[config.mk]
export PLATFORM = sky130hd
export DESIGN_NAME = aes_core_sched
export DESIGN_NICKNAME = d
export VERILOG_FILES = /design/src/rtl/aes_core_sched.sv
export SDC_FILE = /design/constraint.sdc
export NUM_CORES = 1
export LEC_CHECK = 0
export CAP_MARGIN = 15
export CORE_AREA = 3 3 407 409
export CTS_CLUSTER_SIZE = 25
export DETAILED_ROUTE_END_ITERATION = 10
export DIE_AREA = 0 0 410 412
export PLACE_DENSITY_LB_ADDON = 0.1
export SYNTH_ARGS = -nofsm -noshare
export SYNTH_HDL_FRONTEND = slang
export SYNTH_SLANG_ARGS = --single-unit
export TNS_END_PERCENT = 100
[constraint.sdc]
create_clock -name clk -period 1.72 [get_ports clk]
set_input_delay 0.344 -clock clk [delete_from_list [all_inputs] [get_ports clk]]
set_output_delay 0.344 -clock clk [all_outputs]
set_load 0.1 [all_outputs]
[src/rtl/aes_core_sched.sv]
// ---------------------------------------------------------------------------
// aes_core_sched
//
// Purpose:
//   Front-end scheduler for a single AES cipher core that is shared by two
//   requesters. One job runs at a time. The scheduler:
//     - picks one pending requester with a round-robin arbiter,
//     - registers that requester's key and plaintext,
//     - strobes the core's load input,
//     - waits for the core's done pulse, but gives up after a bounded number
//       of cycles,
//     - holds the result for the owning requester until it is consumed.
//   A job that times out returns all-zero data with the error flag set.
//
// Ports:
//   clk              single clock, rising edge
//   rst              synchronous, active-high reset
//   req_valid_i[1:0] requester i has a job pending
//   req_ready_o[1:0] job of requester i is accepted this cycle
//   req_key0_i/1_i   128-bit key for requester 0 / 1
//   req_text0_i/1_i  128-bit plaintext for requester 0 / 1
//   resp_valid_o[1:0] result available for requester i
//   resp_ready_i[1:0] requester i consumes its result
//   resp_data_o      128-bit ciphertext, zero when the job was aborted
//   resp_err_o       1 when the job was aborted by the timeout
//   core_ld_o        one-cycle load strobe to the cipher core
//   core_key_o       registered key driven to the core
//   core_text_o      registered plaintext driven to the core
//   core_done_i      completion pulse from the core
//   core_text_out_i  core ciphertext, valid while core_done_i is high
//
// Parameters:
//   TIMEOUT_CYCLES   number of BUSY cycles to wait for core_done_i
//   CNT_W            timeout counter width, 2**CNT_W must exceed
//                    TIMEOUT_CYCLES
// ---------------------------------------------------------------------------
module aes_core_sched #(
  parameter int TIMEOUT_CYCLES = 15,
  parameter int CNT_W          = 5
) (
  input  logic         clk,
  input  logic         rst,
  input  logic [1:0]   req_valid_i,
  output logic [1:0]   req_ready_o,
  input  logic [127:0] req_key0_i,
  input  logic [127:0] req_key1_i,
  input  logic [127:0] req_text0_i,
  input  logic [127:0] req_text1_i,
  output logic [1:0]   resp_valid_o,
  input  logic [1:0]   resp_ready_i,
  output logic [127:0] resp_data_o,
  output logic         resp_err_o,
  output logic         core_ld_o,
  output logic [127:0] core_key_o,
  output logic [127:0] core_text_o,
  input  logic         core_done_i,
  input  logic [127:0] core_text_out_i
);

  localparam logic [CNT_W-1:0] TIMEOUT_VAL = CNT_W'(TIMEOUT_CYCLES);

  typedef enum logic [1:0] {
    IDLE = 2'd0,
    LOAD = 2'd1,
    BUSY = 2'd2,
    RESP = 2'd3
  } state_t;

  state_t state;
  state_t state_next;

  // Requester that won the previous arbitration; the other one wins a tie.
  logic last_grant;
  // Requester that owns the job currently in flight.
  logic job_idx;
  logic [CNT_W-1:0] timeout_cnt;
  logic [CNT_W-1:0] timeout_cnt_inc;
  logic [127:0] result;
  logic err;

  logic grant_any;
  logic grant_sel;
  logic accept;
  logic timeout_hit;
  logic resp_done;

  // Round-robin choice between the two requesters. With a single requester
  // pending it simply wins; with both pending the one that was not served
  // last time wins, so neither can starve the other.
  always_comb begin
    grant_any = |req_valid_i;
    if (req_valid_i == 2'b11) begin
      grant_sel = ~last_grant;
    end else begin
      grant_sel = req_valid_i[1];
    end
  end

  // Event decodes shared by the next-state logic, the outputs and the
  // datapath. Acceptance is suppressed while reset is asserted so that no
  // requester sees a handshake that the reset will throw away.
  // The timeout fires in the BUSY cycle whose increment would reach
  // TIMEOUT_CYCLES; a done pulse in that same cycle still wins.
  always_comb begin
    accept          = (state == IDLE) && !rst && grant_any;
    timeout_cnt_inc = timeout_cnt + 1'b1;
    timeout_hit     = (state == BUSY) && !core_done_i &&
                      (timeout_cnt_inc == TIMEOUT_VAL);
    resp_done       = (state == RESP) && resp_ready_i[job_idx];
  end

  // State register. Reset returns to IDLE from anywhere, which abandons any
  // job in flight without producing a response.
  always_ff @(posedge clk) begin
    if (rst) begin
      state <= IDLE;
    end else begin
      state <= state_next;
    end
  end

  // Next-state logic. core_done_i only matters in BUSY; a late or spurious
  // pulse in any other state has no effect.
  always_comb begin
    state_next = state;
    case (state)
      IDLE: begin
        if (accept) begin
          state_next = LOAD;
        end
      end
      LOAD: begin
        state_next = BUSY;
      end
      BUSY: begin
        if (core_done_i || timeout_hit) begin
          state_next = RESP;
        end
      end
      RESP: begin
        if (resp_done) begin
          state_next = IDLE;
        end
      end
      default: begin
        state_next = IDLE;
      end
    endcase
  end

  // Output decode. The ready handshake is combinational so that a pending
  // requester is taken in the same IDLE cycle, which keeps consecutive jobs
  // separated by a single IDLE cycle. The response valid points only at the
  // requester that owns the current job.
  always_comb begin
    req_ready_o  = 2'b00;
    resp_valid_o = 2'b00;
    core_ld_o    = 1'b0;
    if (accept) begin
      req_ready_o[grant_sel] = 1'b1;
    end
    if (state == RESP) begin
      resp_valid_o[job_idx] = 1'b1;
    end
    if (state == LOAD) begin
      core_ld_o = 1'b1;
    end
  end

  // Job datapath: captures the winning request, runs the timeout counter and
  // records the outcome. The result and error registers are only written in
  // BUSY, so they stay stable for as long as the response is back-pressured.
  always_ff @(posedge clk) begin
    if (rst) begin
      last_grant  <= 1'b1;
      job_idx     <= 1'b0;
      timeout_cnt <= '0;
      result      <= '0;
      err         <= 1'b0;
      core_key_o  <= '0;
      core_text_o <= '0;
    end else begin
      if (accept) begin
        job_idx     <= grant_sel;
        last_grant  <= grant_sel;
        core_key_o  <= grant_sel ? req_key1_i  : req_key0_i;
        core_text_o <= grant_sel ? req_text1_i : req_text0_i;
      end
      case (state)
        LOAD: begin
          timeout_cnt <= '0;
        end
        BUSY: begin
          if (core_done_i) begin
            result <= core_text_out_i;
            err    <= 1'b0;
          end else begin
            timeout_cnt <= timeout_cnt_inc;
            if (timeout_hit) begin
              result <= '0;
              err    <= 1'b1;
            end
          end
        end
        default: begin
        end
      endcase
    end
  end

  always_comb begin
    resp_data_o = result;
    resp_err_o  = err;
  end

endmodule
## Yosys cells after proc, flatten, opt, wreduce, memory -nomap -nowiden

Index checks and enable logic that the tools add are counted.

| storage, ports and cells | value |
|---|---|
| flip-flop bits (word level) | 394 |
| output and inout port bits | 390 |
| ROM bits | 0 |
| logic and storage cells | 62 |
| bits in writable memories | 0 |
| memories | 0 |
| latch bits | 0 |

| operators by class | value |
|---|---|
| bitwise gates (word level) | 1 |
| reductions and logical operators | 17 |
| $lt $le $gt $ge | 4 |
| shift operators | 0 |
| $mul | 0 |
| equal/unequal tests | 9 |
| divide/modulo/power cells | 0 |
| add/sub/neg operators | 1 |
| mux-type cells | 22 |

Operators by type and width:

| kind | number |
|---|---|
| $mux 128 | 4 |
| $mux 2 | 5 |
| $pmux 5 s2 | 1 |
| $mux 1 | 8 |
| $pmux 2 s4 | 1 |
| $logic_and 1x1->1 | 7 |
| $eq 2x2->1 const B | 3 |
| $ne 2x2->1 const B | 3 |
| $add 5x1->5 const B | 1 |
| $eq 5x4->1 const B | 1 |
| $mux 5 | 1 |
| $lt 1x2->1 const B | 2 |
| $reduce_and 2->1 | 2 |
| $reduce_bool 2->1 | 2 |
| $reduce_and 3->1 | 1 |
| $demux 1 s1 | 2 |
| $eq 2x1->1 const B | 1 |
| $ge 1x1->1 const B | 2 |
| $logic_not 1->1 | 2 |
| $logic_not 2->1 | 1 |
| $ne 2x1->1 const B | 1 |
| $reduce_or 2->1 | 1 |
| $logic_or 1x1->1 | 1 |
| $not 1->1 | 1 |

## Longest topological paths before layout

| logic depth | value |
|---|---|
| depth after elaboration | 7 |
| mapped depth | 8 |

## Worst setup path before layout

Ideal clock, no wire load.

| timing path | value |
|---|---|
| path type | reg-to-output |
| from | reg state[0] |
| to | out req_ready_o[0] |
| path buffers | 0 |
| data required time | 1.376 ns |
| arrival time | 2.235 ns |
| stages on the path, launching flop included | 6 |
| slack | -0.859 ns |
| cells stage by stage | dfxtp_1 inv_1 ha_1 inv_1 or2_2 nor2_1 |

| on the way | value |
|---|---|
| cells in the longest elaborated chain, start to end | 4 |

Ends and longest elaborated chain:

| item | RTL line | source |
|---|---|---|
| start, declared | 69 | `state_t state;` |
| start signal, assigned | 118 | `state <= state_next;` |
| $logic_not 2->1 | 105 | `accept = (state == IDLE) && !rst && grant_any;` |
| $logic_and 1x1->1 (2 in series) | 105 |  |
| $mux 2 | 159 | `if (accept) begin` |
| end, declared | 44 | `output logic [1:0] req_ready_o,` |

Every way passes these cells.

## Final worst setup path

| timing path | value |
|---|---|
| from | reg state[1] |
| to | out req_ready_o[1] |

Same word-level chain as after synthesis.

==> results by group <==
Timing
  • Worst slew pin tran: about 0.47 ns
  • Max Clk Rate: ~0.44 GHz
  • Setup ws final: -0.577 ns
  • Minimum clock period: 2.30 ns
  • RSZ-0062 raised after global routing: yes
  • Fin crit share: 134%
  • Final Hold Vio Count: 0
  • Slew headroom: between 60% and 70%
  • Final setup viols: a little under 400
  • Worst Skew: 0.0158 ns
  • Slew Limit Fails: 0

Critical path
  • Critical R2R Launch: state[1]
  • Crit-path max FO: 2
  • Crit path launch type: register
  • Crit path depth: 7
  • CP max stage cell: dfxtp_2
  • Worst path required time: 1.38 ns
  • FF-to-FF setup slack: -0.56 ns
  • CP arrival: 1.95 ns
  • Cells on worst reg2reg path: 15
  • CP Cell Sequence: inv_2 -> ha_4 -> inv_4 -> buf_6 -> or2_4 -> nor2_4 -> buf_12
  • CP Buf/Inv Count: 4
  • CP Class: register to primary output
  • Crit-path max cell delay: 0.32 ns
  • Worst r2r dst: core_key_o[72]
  • CP delay by family, top: buffers and inverters
  • Critical path endpoint category: primary output

Floorplan
  • Die X-Extent: approximately 400 µm
  • Initial core utilization: a little under a tenth
  • Die Y: about 410 µm
  • Die Footprint: about 0.17 mm²
  • Io pins: between 1000 and 1500
  • Core Area: ~0.16 mm²
  • Row count: between 100 and 150

Place
  • Post-DP Area: 0.0334 mm²
  • Gpl congestion: 0.738
  • IO Port Bufs: about 1000
  • Hpwl dp: between 80 and 90 mm

Synth
  • Post-Synthesis Cells: ~1800
  • YS warnings: 0
  • #FFs+latches synth: 394
  • Post-synthesis average cell area: approximately 8.6 µm²
  • Number of synthesized flops with an enable pin: 0
  • Syn Std Cell Area: 0.0154 mm²
  • Net Count, Synth: roughly 2400
  • Async S/R FF share, synth: 0%
  • Seq/Total Area, Yosys: roughly half
  • Library cells used by synthesis: 34
  • Ys flop type: dfxtp_1

Clock network
  • Clock buffer count from CTS: roughly 60
  • Clock transition at path regs: around 0.06 ns
  • CTS root buffer: clkbuf_16
  • Clock tree from TritonCTS: yes
  • # hold bufs at CTS: 0
  • CTS sink count: about 400
  • Clock Latency Late Sink: 0.66 ns
  • Clock buffer depth: 3
  • H-tree depth: 2

Finish
  • Final nets: about 3600
  • Synth-to-layout area growth: 140%
  • Fraction of layout cells with a size suffix above 1: 26.0%
  • Design Area, Final: about 0.037 mm²

Status
  • Status: finished with violations
  • Violated checks: setup timing

Global route
  • First-pass GRT wire length: 151 mm
  • Gr usage total: 12.6%
  • Initial antenna violation count: 40
  • Total gr overflow: 0
  • Vias in the first global route: approximately 19000
  • Largest net degree at the start of global routing: 58

Drt
  • DR vias: 18080
  • WL per Instance: about 22 µm
  • DRT Wirelength: approximately 120 mm
  • DRT iter0 DRCs: 747
  • Vias per Instance: 3.49
  • Antenna Nets Post-Route: 0
  • First drt pass iteration count: 5
  • Remaining routing DRC violations: 0

Power
  • Power per cell area: 1560 mW/mm²
  • Tot Pwr: around 58 mW
  • Leakage: 14.0 nW
  • VDD IR-drop max: about 0.65 mV

Run
  • Max-Cap Viols: 0

Worst hold path
  • WHS Path Cells: 3
  • Worst Hold Launch: rst
  • WHS Endpoint: timeout_cnt[0]
  • Worst min path class: primary input to register
[power by group]
part | switching (mW) | internal (mW) | leakage (nW)
logic | 20.0 | 12.4 | 9.85
registers | 2.17 | 11.1 | 3.23
clock network | 5.13 | 7.23 | 0.947
[layer usage]
| metal | track usage (%) | part of all wire (%) | up-vias |
|---|---|---|---|
| met5 | 0 | 0.16 | - |
| met4 | 4.73 | 3.0 | 32 |
| met3 | 5.05 | 8.5 | 163 |
| met2 | 21.4 | 49 | 663 |
| met1 | 14.2 | 39 | 8499 |
| li1 | - | - | 8723 |
[layout by cell type (no fill, tap or decap), types with 17 or more instances in the layout]
cell type and instances:
buf_12 435, buf_8 17, a22o_1 128, nor2_1 240, dfxtp_1 389, clkbuf_1 20
a311oi_1 246, nand2_1 518, clkbuf_16 71, buf_4 112, clkdlybuf4s50_1 645, nor2_2 20
buf_6 28
[Yosys cell counts (5+ instances only)]
| library cell | n | area share, % |
|---|---|---|
| a21oi_1 | 5 | 0.16 |
| nand2_1 | 519 | 13 |
| nor2_1 | 267 | 6.5 |
| buf_2 | 23 | 0.75 |
| a311oi_1 | 259 | 15 |
| a22o_1 | 128 | 7.3 |
| inv_1 | 6 | 0.15 |
| buf_1 | 13 | 0.32 |
| clkbuf_1 | 101 | 2.5 |
| buf_4 | 21 | 1.0 |
| dfxtp_1 | 394 | 51 |
| ha_1 | 7 | 0.57 |
| buf_6 | 14 | 1.0 |
[sequential cells by signal (all words and copies together), names as in the netlist]
signal	flops
core_key_o	128
core_text_o	128
job_idx	1
last_grant	1
resp_data_o	128
resp_err_o	1
state	2
timeout_cnt	5
[logic make-up (layout without fill, tap and decap cells)]
logic type | Yosys count | after routing | share of synthesized area, %
xor+xnor | 2 | 2 | 0.114
flops | 394 | 394 | 51.1
other cells | 0 | 16 | 0
mux | 1 | 1 | 0.0649
fa+ha+maj | 7 | 7 | 0.567
compound gates | 405 | 405 | 22.8
simple gates | 799 | 799 | 19.6
buf+inv | 179 | 1387 | 5.73
[metrics by stage]
stage          std cells  TNS, ns  setup WS (ns)  hold slack (ns)  utilization (%)
2_1_floorplan       1787   -0.305         -0.305            0.441                -
3_3_place_gp        4995  -112.06         -0.437            0.486             20.6
6_report            5186  -144.37         -0.577            0.186             22.8
3_5_place_dp        4995  -114.37         -0.460            0.477             20.6
4_1_cts             5129  -162.09         -0.678            0.100             22.2
5_1_grt             5180  -189.61         -0.696            0.123             22.8
[final cells by class]
type                       count  area (µm²)
sequential                   394        7900
multi-input combinational   1214        6950
clock buffer                  93        1740
fill                       17557      125000
antenna                       16        40.0
timing repair buffer        1271       17500
inverter                       7        28.8
clock inverter                16         168
tap                         2175        2720
[worst min-delay path: stages]
cell	delay (ns)
buf_8	0.11
buf_12	0.20
nor2_1	0.12
[worst max-delay path by stage]
stage                              start               to  slack, ns
after floorplan           req_valid_i[0]   req_ready_o[0]      -0.31
after CTS                       state[0]   req_ready_o[1]      -0.68
final                           state[1]   req_ready_o[1]      -0.58
after detailed placement  req_valid_i[0]  core_text_o[60]      -0.46
after global placement    req_valid_i[1]  core_text_o[23]      -0.44
after global routing            state[1]   core_key_o[32]      -0.70
[what timing repair did]
item,in CTS,in global routing
endpoints found under the hold margin,0,0
resized for setup,55,97
gates cloned,12,15
pin swaps,62,88
endpoints found under the setup margin,382,406
setup buffers,17,26
No activity file was read; power rests on OpenSTA's default activity.
